==> config.mk <==
export PLATFORM = sky130hd
export DESIGN_NAME = fetch_ctrl
export DESIGN_NICKNAME = d
export VERILOG_FILES = /design/src/rtl/mips_pkg.sv /design/src/rtl/fetch_buf.sv /design/src/rtl/fetch_ctrl.sv
export SDC_FILE = /design/constraint.sdc
export NUM_CORES = 1
export LEC_CHECK = 0
export BUFFER_PORTS_ARGS = -buffer_cell sky130_fd_sc_hd__buf_2
export CAP_MARGIN = 0
export CORE_MARGIN = 4
export CORE_UTILIZATION = 61
export DETAILED_ROUTE_END_ITERATION = 10
export PLACE_DENSITY = 0.89
export SLEW_MARGIN = 20
export SYNTH_ARGS = -nofsm -noshare
export SYNTH_HDL_FRONTEND = slang
export SYNTH_SLANG_ARGS = --single-unit
==> constraint.sdc <==
create_clock -name clk -period 3.4 [get_ports clk]
set_clock_uncertainty 0.05 [all_clocks]
set_input_delay 0.51 -clock clk [delete_from_list [all_inputs] [get_ports clk]]
set_output_delay 0.51 -clock clk [all_outputs]
set_load 0.05 [all_outputs]
==> src/rtl/mips_pkg.sv <==
// mips_pkg: widths, fetch FSM state constants and PC helpers shared by the fetch slice.
package mips_pkg;
  localparam int ADDR_W = 32;
  localparam int INSTR_W = 32;
  localparam logic [0:0] S_IDLE = 1'b0;
  localparam logic [0:0] S_RUN = 1'b1;
  localparam logic [ADDR_W-1:0] PC_INC = 32'd4;
  function automatic logic [ADDR_W-1:0] align_pc(input logic [ADDR_W-1:0] a);
    return {a[ADDR_W-1:2], 2'b00};
  endfunction
endpackage

==> src/rtl/fetch_buf.sv <==
// fetch_buf: 2-entry in-order {pc, instr} buffer with push, pop, flush and occupancy flags.
module fetch_buf
  import mips_pkg::*;
#(
  parameter int W = ADDR_W + INSTR_W
) (
  input  logic         clk,
  input  logic         rst_n,
  input  logic         push,
  input  logic [W-1:0] din,
  input  logic         pop,
  input  logic         flush,
  output logic [W-1:0] head,
  output logic         full,
  output logic         empty,
  output logic [1:0]   count
);
  logic [W-1:0] e0, e1;
  assign head = e0;
  assign full = count == 2'd2;
  assign empty = count == 2'd0;
  always_ff @(posedge clk or negedge rst_n)
    if (!rst_n) begin
      count <= '0;
      e0 <= '0;
      e1 <= '0;
    end else if (flush) begin
      count <= '0;
    end else begin
      count <= count + 2'(push) - 2'(pop);
      // e0 is always the head; a push lands behind whatever survives the pop
      if (pop) e0 <= (push && count == 2'd1) ? din : e1;
      else if (push && empty) e0 <= din;
      if (push && (pop ? full : count == 2'd1)) e1 <= din;
    end
endmodule

==> src/rtl/fetch_ctrl.sv <==
// fetch_ctrl: instruction fetch with 2-entry buffer, epoch-tagged redirect and flush.
// Optional perf_stall_cnt output when FETCH_PERF_CNT_EN is defined.
module fetch_ctrl
  import mips_pkg::*;
#(
  parameter logic [ADDR_W-1:0] RESET_PC = 32'h0000_0004,
  parameter int BUF_DEPTH = 2
) (
  input  logic               clk,
  input  logic               rst_n,
  output logic [ADDR_W-1:0]  imem_pc,
  output logic               imem_req,
  input  logic [INSTR_W-1:0] imem_instruction,
  output logic               dec_valid,
  input  logic               dec_ready,
  output logic [INSTR_W-1:0] dec_instr,
  output logic [ADDR_W-1:0]  dec_pc,
  input  logic               redir_valid,
  input  logic [ADDR_W-1:0]  redir_pc
`ifdef FETCH_PERF_CNT_EN
  ,
  output logic [15:0]        perf_stall_cnt
`endif
);
  logic [0:0] state;
  logic [ADDR_W-1:0] fpc, inflight_pc;
  logic epoch, inflight, inflight_epoch;
  logic push, pop, full, empty;
  logic [1:0] count;
  logic [ADDR_W+INSTR_W-1:0] head;
  assign imem_pc = fpc;
  assign imem_req = state == S_RUN && !redir_valid && ({1'b0, count} + {2'b00, inflight}) < 3'(BUF_DEPTH);
  assign dec_valid = !empty && !redir_valid;
  assign dec_pc = empty ? '0 : head[ADDR_W+INSTR_W-1:INSTR_W];
  assign dec_instr = empty ? '0 : head[INSTR_W-1:0];
  assign pop = dec_valid && dec_ready;
  // a redirect flushes, so a response landing in the redirect cycle is dropped too
  assign push = inflight && inflight_epoch == epoch && !redir_valid && (!full || pop);
  fetch_buf u_buf (
    .clk(clk),
    .rst_n(rst_n),
    .push(push),
    .din({inflight_pc, imem_instruction}),
    .pop(pop),
    .flush(redir_valid),
    .head(head),
    .full(full),
    .empty(empty),
    .count(count)
  );
  always_ff @(posedge clk or negedge rst_n)
    if (!rst_n) begin
      state <= S_IDLE;
      fpc <= RESET_PC;
      epoch <= 1'b0;
      inflight <= 1'b0;
      inflight_epoch <= 1'b0;
      inflight_pc <= '0;
    end else begin
      state <= S_RUN;
      inflight <= imem_req;
      if (imem_req) begin
        inflight_pc <= fpc;
        inflight_epoch <= epoch;
      end
      if (redir_valid) begin
        fpc <= align_pc(redir_pc);
        epoch <= ~epoch;
      end else if (imem_req) begin
        fpc <= fpc + PC_INC;
      end
    end
`ifdef FETCH_PERF_CNT_EN
  always_ff @(posedge clk or negedge rst_n)
    if (!rst_n) perf_stall_cnt <= '0;
    else if (state == S_RUN && !dec_valid && perf_stall_cnt != 16'hFFFF) perf_stall_cnt <= perf_stall_cnt + 16'd1;
`endif
endmodule

### Yosys cells after proc, flatten, opt, wreduce, memory -nomap -nowiden

Index checks and enable logic that the tools add are counted.

| word-level totals | value |
|---|---|
| word-level logic and storage cells | 47 |
| bits of input ports | 68 |
| register bits | 198 |

| operators by class | value |
|---|---|
| bitwise gates (word level) | 2 |
| equality and inequality tests | 3 |
| muxes and demuxes | 9 |
| $lt $le $gt $ge | 1 |
| reductions and logical operators | 19 |
| add/sub/neg operators | 4 |

Operators with widths:

| operator | count |
|---|---|
| $mux 64 | 3 |
| $mux 32 | 4 |
| $add 32x3->32 const B | 1 |
| $logic_and 1x1->1 | 10 |
| $reduce_and 2->1 | 2 |
| $reduce_bool 2->1 | 2 |
| $add 2x1->3 | 1 |
| $logic_not 1->1 | 3 |
| $lt 3x2->1 const B | 1 |
| $add 2x1->2 | 1 |
| $eq 2x1->1 const B | 1 |
| $eq 2x2->1 const B | 1 |
| $logic_not 2->1 | 1 |
| $mux 2 | 1 |
| $not 1->1 | 2 |
| $sub 2x1->2 | 1 |
| $eq 1x1->1 | 1 |
| $logic_or 1x1->1 | 1 |
| $mux 1 | 1 |

### Longest topological paths before layout

| logic depth | value |
|---|---|
| depth after elaboration | 9 |
| depth in mapped cells | 8 |
| depth with buffers taken out | 8 |

### Modules after synthesis

Synthesis repeated with hierarchy kept, for this count alone.

| unflattened totals | value |
|---|---|
| cell total of the unflattened synthesis | 871 |
| area, all modules | 9,171.3 µm² |

Modules (own cells, without submodules):

| module | times used | cells an instance | area each (µm²) |
|---|---|---|---|
| fetch_buf | 1 | 524 | 5,733.0 |
| fetch_ctrl | 1 | 347 | 3,438.3 |

### Worst setup path before layout

Ideal clock, no wire load.

| timing | value |
|---|---|
| kind | input-to-output |
| from | in redir_valid |
| to | out dec_valid |
| data required time | 2,840 ps |
| path buffers | 3 |
| arrival time | 1,775 ps |
| path slack | 1,065 ps |
| stages | 4 |
| cell sequence | clkbuf_1 -> buf_1 -> buf_1 -> nor2_1 |

| on the way | value |
|---|---|
| word-level cells in the longest chain between the ends | 2 |

Ends and longest elaborated chain:

| element | RTL line | RTL |
|---|---|---|
| start: declaration | fetch_ctrl.sv:18 | `input logic redir_valid,` |
| $logic_not 1->1 | fetch_ctrl.sv:33 | `assign dec_valid = !empty && !redir_valid;` |
| $logic_and 1x1->1 | fetch_ctrl.sv:33 |  |
| end: declaration | fetch_ctrl.sv:14 | `output logic dec_valid,` |

Every way passes these cells.

### Final worst setup path

| timing | value |
|---|---|
| from | reg u_buf.count[0] |
| to | out dec_pc[12] |

| on the way | value |
|---|---|
| word-level cells in the longest chain between the ends | 2 |

Ends and longest elaborated chain:

| element | RTL line | RTL |
|---|---|---|
| start: declaration | fetch_buf.sv:16 | `output logic [1:0] count` |
| start signal: assignment | fetch_buf.sv:30 | `count <= count + 2'(push) - 2'(pop);` |
| $logic_not 2->1 | fetch_buf.sv:21 | `assign empty = count == 2'd0;` |
| $mux 32 | fetch_ctrl.sv:34 | `assign dec_pc = empty ? '0 : head[ADDR_W+INSTR_W-1:INSTR_W];` |
| end: declaration | fetch_ctrl.sv:17 | `output logic [ADDR_W-1:0] dec_pc,` |

Every way passes these cells.

==> flow_summary.toml <==
[placement]
dp_slack_ns = 0.8069
io_buffers = 159
dpl.cell_count = 1044
gp_congestion = 0.8582
dpl.hpwl_um = 13650

[floorplan]
dieArea_um2 = 17180
fp.coreArea_um2 = 14700
die_y_um = 131.1
rows = 44
die_width_um = 131.1
initial_core_util_pct = 62.87
ioPinCount = 166

[worst_setup_path]
critPathCaptureType = "output port"
crit_arrival_ns = 2.38
r2r_start = "u_buf.count[1]$_DFF_PN0_"
critPathTopFamily = "buffers and inverters"
ff2ff_path_depth = 5
required_ns = 2.84
cp_num_buf_inv = 2
critPathKind = "register to output port"
crit_chain = "nor2_4 -> buf_4 -> nor2b_1 -> buf_2"
critPathLaunchType = "register"
cp_max_fo = 45
rr_endpoint = "u_buf.e1[50]$_DFFE_PN0P_"
reg2reg_setup_slack_ns = 0.98
slowest_delay_ns = 0.58
crit_slowest_cell = "buf_4"

[yosys]
synth.distinct_cells = 49
async_flop_share_pct = 100.0
synth_top_area_share_pct = 51.18
syn_avg_cell_area_um2 = 12.57
synthCells = 735
synth-edff-count = 0
synth_top_area_cell = "dfrtp_1"
synthesis.area_um2 = 9241
synthTopCellsByArea = "dfrtp_1 51%, mux2_1 15%, mux2_2 11%"
synth_flop_cell = "dfrtp_1"
yosys_warnings = 0
synth_seq_cells = 190
yosysSeqAreaShare_pct = 51.46

[cells_and_area]
nets = 950
syn2layout_area_growth_pct = 16.52
stdcell_count = 1076
drive_above_1_share_pct = 33.52
final_core_utilization_pct = 73.26
diodes = 0

[clock_network]
cts_setup_buffers = 0
cts.path.max_buffers = 2
ctsHoldBuffers = 0
clk-insertion-delay-late_ns = 0.44
h-tree-depth = 4
cts_root_buf = "clkbuf_16"
cts_tree = "yes"
clock_sinks = 190
cts_resized = 0
cts_buffers = 17
clkTransAtPathRegs_ns = 0.07

[status]
status = "complete, no violations"

[job]
cap_violations = 0

[global_routing]
grt_max_degree = 83
track_usage_pct = 24.82
grt_first_pass_wirelength_um = 32890
grt-ovfl-total = 0
antenna_found_initial = 2
grt_pass1_vias = 6540

[pwr]
leakage_nw = 5.039
ir_worst_vdd_mv = 0.4721
p_per_area_nw_per_um2 = 767.2
p_total_mw = 8.261

[timing]
max_freq_ghz = 0.3407
setup_viol = 0
layout_min_cycle_time_ns = 2.936
tightest_slew_ns = 1.081
maxSlewViolCount = 0
rsz0062_at_grt = "false"
max_slew_margin_pct = 27.39
hold_viol_final = 0
fin_tns_setup_ns = 0
fin_crit_sh_pct = 86.34
finalWorstSetupSlack_ns = 0.4645

[route]
avgViaCountPerCell = 5.987
wl_um = 20810
ant_nets = 0
drt-initial-drc-count = 410
drc = 0
vias = 6442
avgRoutedWirePerCell_um = 19.34
first_pass_iters = 5

[worst_hold_path]
hold_class = "input pin to async pin"
## layout by cell type, fill, tap and decap left out, types with 3 or more instances in the layout
cell type / Yosys / routed
a22oi_1: 3 / 3
a31oi_1: 10 / 10
and2_1: 5 / 5
and3_1: 6 / 6
and4_1: 5 / 5
buf_12: 0 / 3
buf_2: 11 / 158
buf_4: 4 / 7
bufinv_16: 0 / 4
clkbuf_16: 0 / 17
clkbuf_8: 0 / 3
clkinv_4: 0 / 3
conb_1: 2 / 5
dfrtp_1: 189 / 189
ha_1: 3 / 3
inv_1: 10 / 10
mux2_1: 126 / 126
mux2_2: 91 / 91
nand2_1: 27 / 27
nand2b_1: 3 / 3
nand3_1: 23 / 23
nand4_1: 16 / 16
nor2_1: 22 / 20
nor2b_1: 70 / 70
nor3_1: 4 / 4
nor4_1: 4 / 4
o21ai_0: 8 / 8
o311ai_0: 5 / 5
o31a_1: 4 / 4
o31ai_1: 11 / 11
or4_1: 8 / 8
xnor2_1: 6 / 6
xor2_1: 3 / 3
## kinds of logic after synthesis
family	synth area share, %
AO/OA/AOI/OAI	4.482
XOR/XNOR	0.8530
adder cells (fa/ha/maj)	0.4062
buffers and inverters	3.615
flip-flops	51.46
multiplexers	26.55
other	0.08127
AND/OR/NAND/NOR	12.55
## where the power goes
group / total, mW / internal [mW] / switching [mW]
logic: 2.62 / 1.09 / 1.54
clock network: 2.14 / 1.28 / 0.862
registers: 3.50 / 3.05 / 0.453
## area by class of cell
cell class	instances	area, µm²
Inverter	10	37.54
Clock inverter	12	183.9
Clock buffer	20	456.7
Sequential cell	190	4756
Tap cell	184	230.2
Timing Repair Buffer	169	917.1
Fill cell	1007	3931
Multi-Input combinational cell	491	4187
## stage by stage
step | hold slack (ns) | cell area (µm²)
5_1_grt | 0.06692 | 10770
2_1_floorplan | 0.1644 | 9253
6_report | 0.02642 | 10770
4_1_cts | 0.05102 | 10770
3_5_place_dp | 0.4165 | 10130
3_3_place_gp | 0.4109 | 10130
## Yosys cell counts (5+ instances only)
cell type,instances
buf_6,12
and3_1,6
a31oi_1,10
clkbuf_1,15
or4_1,8
inv_1,10
buf_2,11
dfrtp_1,189
and4_1,5
nand4_1,16
o21ai_0,8
o31ai_1,11
mux2_1,126
xnor2_1,6
and2_1,5
nor2_1,22
nor2b_1,70
nand3_1,23
nand2_1,27
o311ai_0,5
mux2_2,91
## how the worst max path moves through the flow
stage | depth (start not counted) | endpoint | slack (ns) | start
after global placement | 6 | u_buf.e1[47]$_DFFE_PN0P_ | 0.84 | redir_valid
final | 4 | dec_pc[12] | 0.46 | u_buf.count[0]$_DFF_PN0_
after CTS | 4 | dec_pc[12] | 0.45 | u_buf.count[0]$_DFF_PN0_
after floorplan | 4 | dec_valid | 1.06 | redir_valid
after global routing | 4 | dec_pc[21] | 0.34 | u_buf.count[0]$_DFF_PN0_
after detailed placement | 6 | u_buf.e1[53]$_DFFE_PN0P_ | 0.81 | redir_valid
## metal layers
layer,global-route usage [%],wire (µm)
met5,0,27
met4,9.437,477
met3,5.632,1502
met2,40.74,10300
met1,32.38,8496
## registers in the layout, indices dropped and copies added, names as in the netlist
name / count
imem_pc: 30
u_buf.head: 62
epoch: 1
inflight_epoch: 1
state: 1
inflight: 1
u_buf.count: 2
inflight_pc: 30
u_buf.e1: 62
Note: power is estimated with default switching activity, not from simulation.
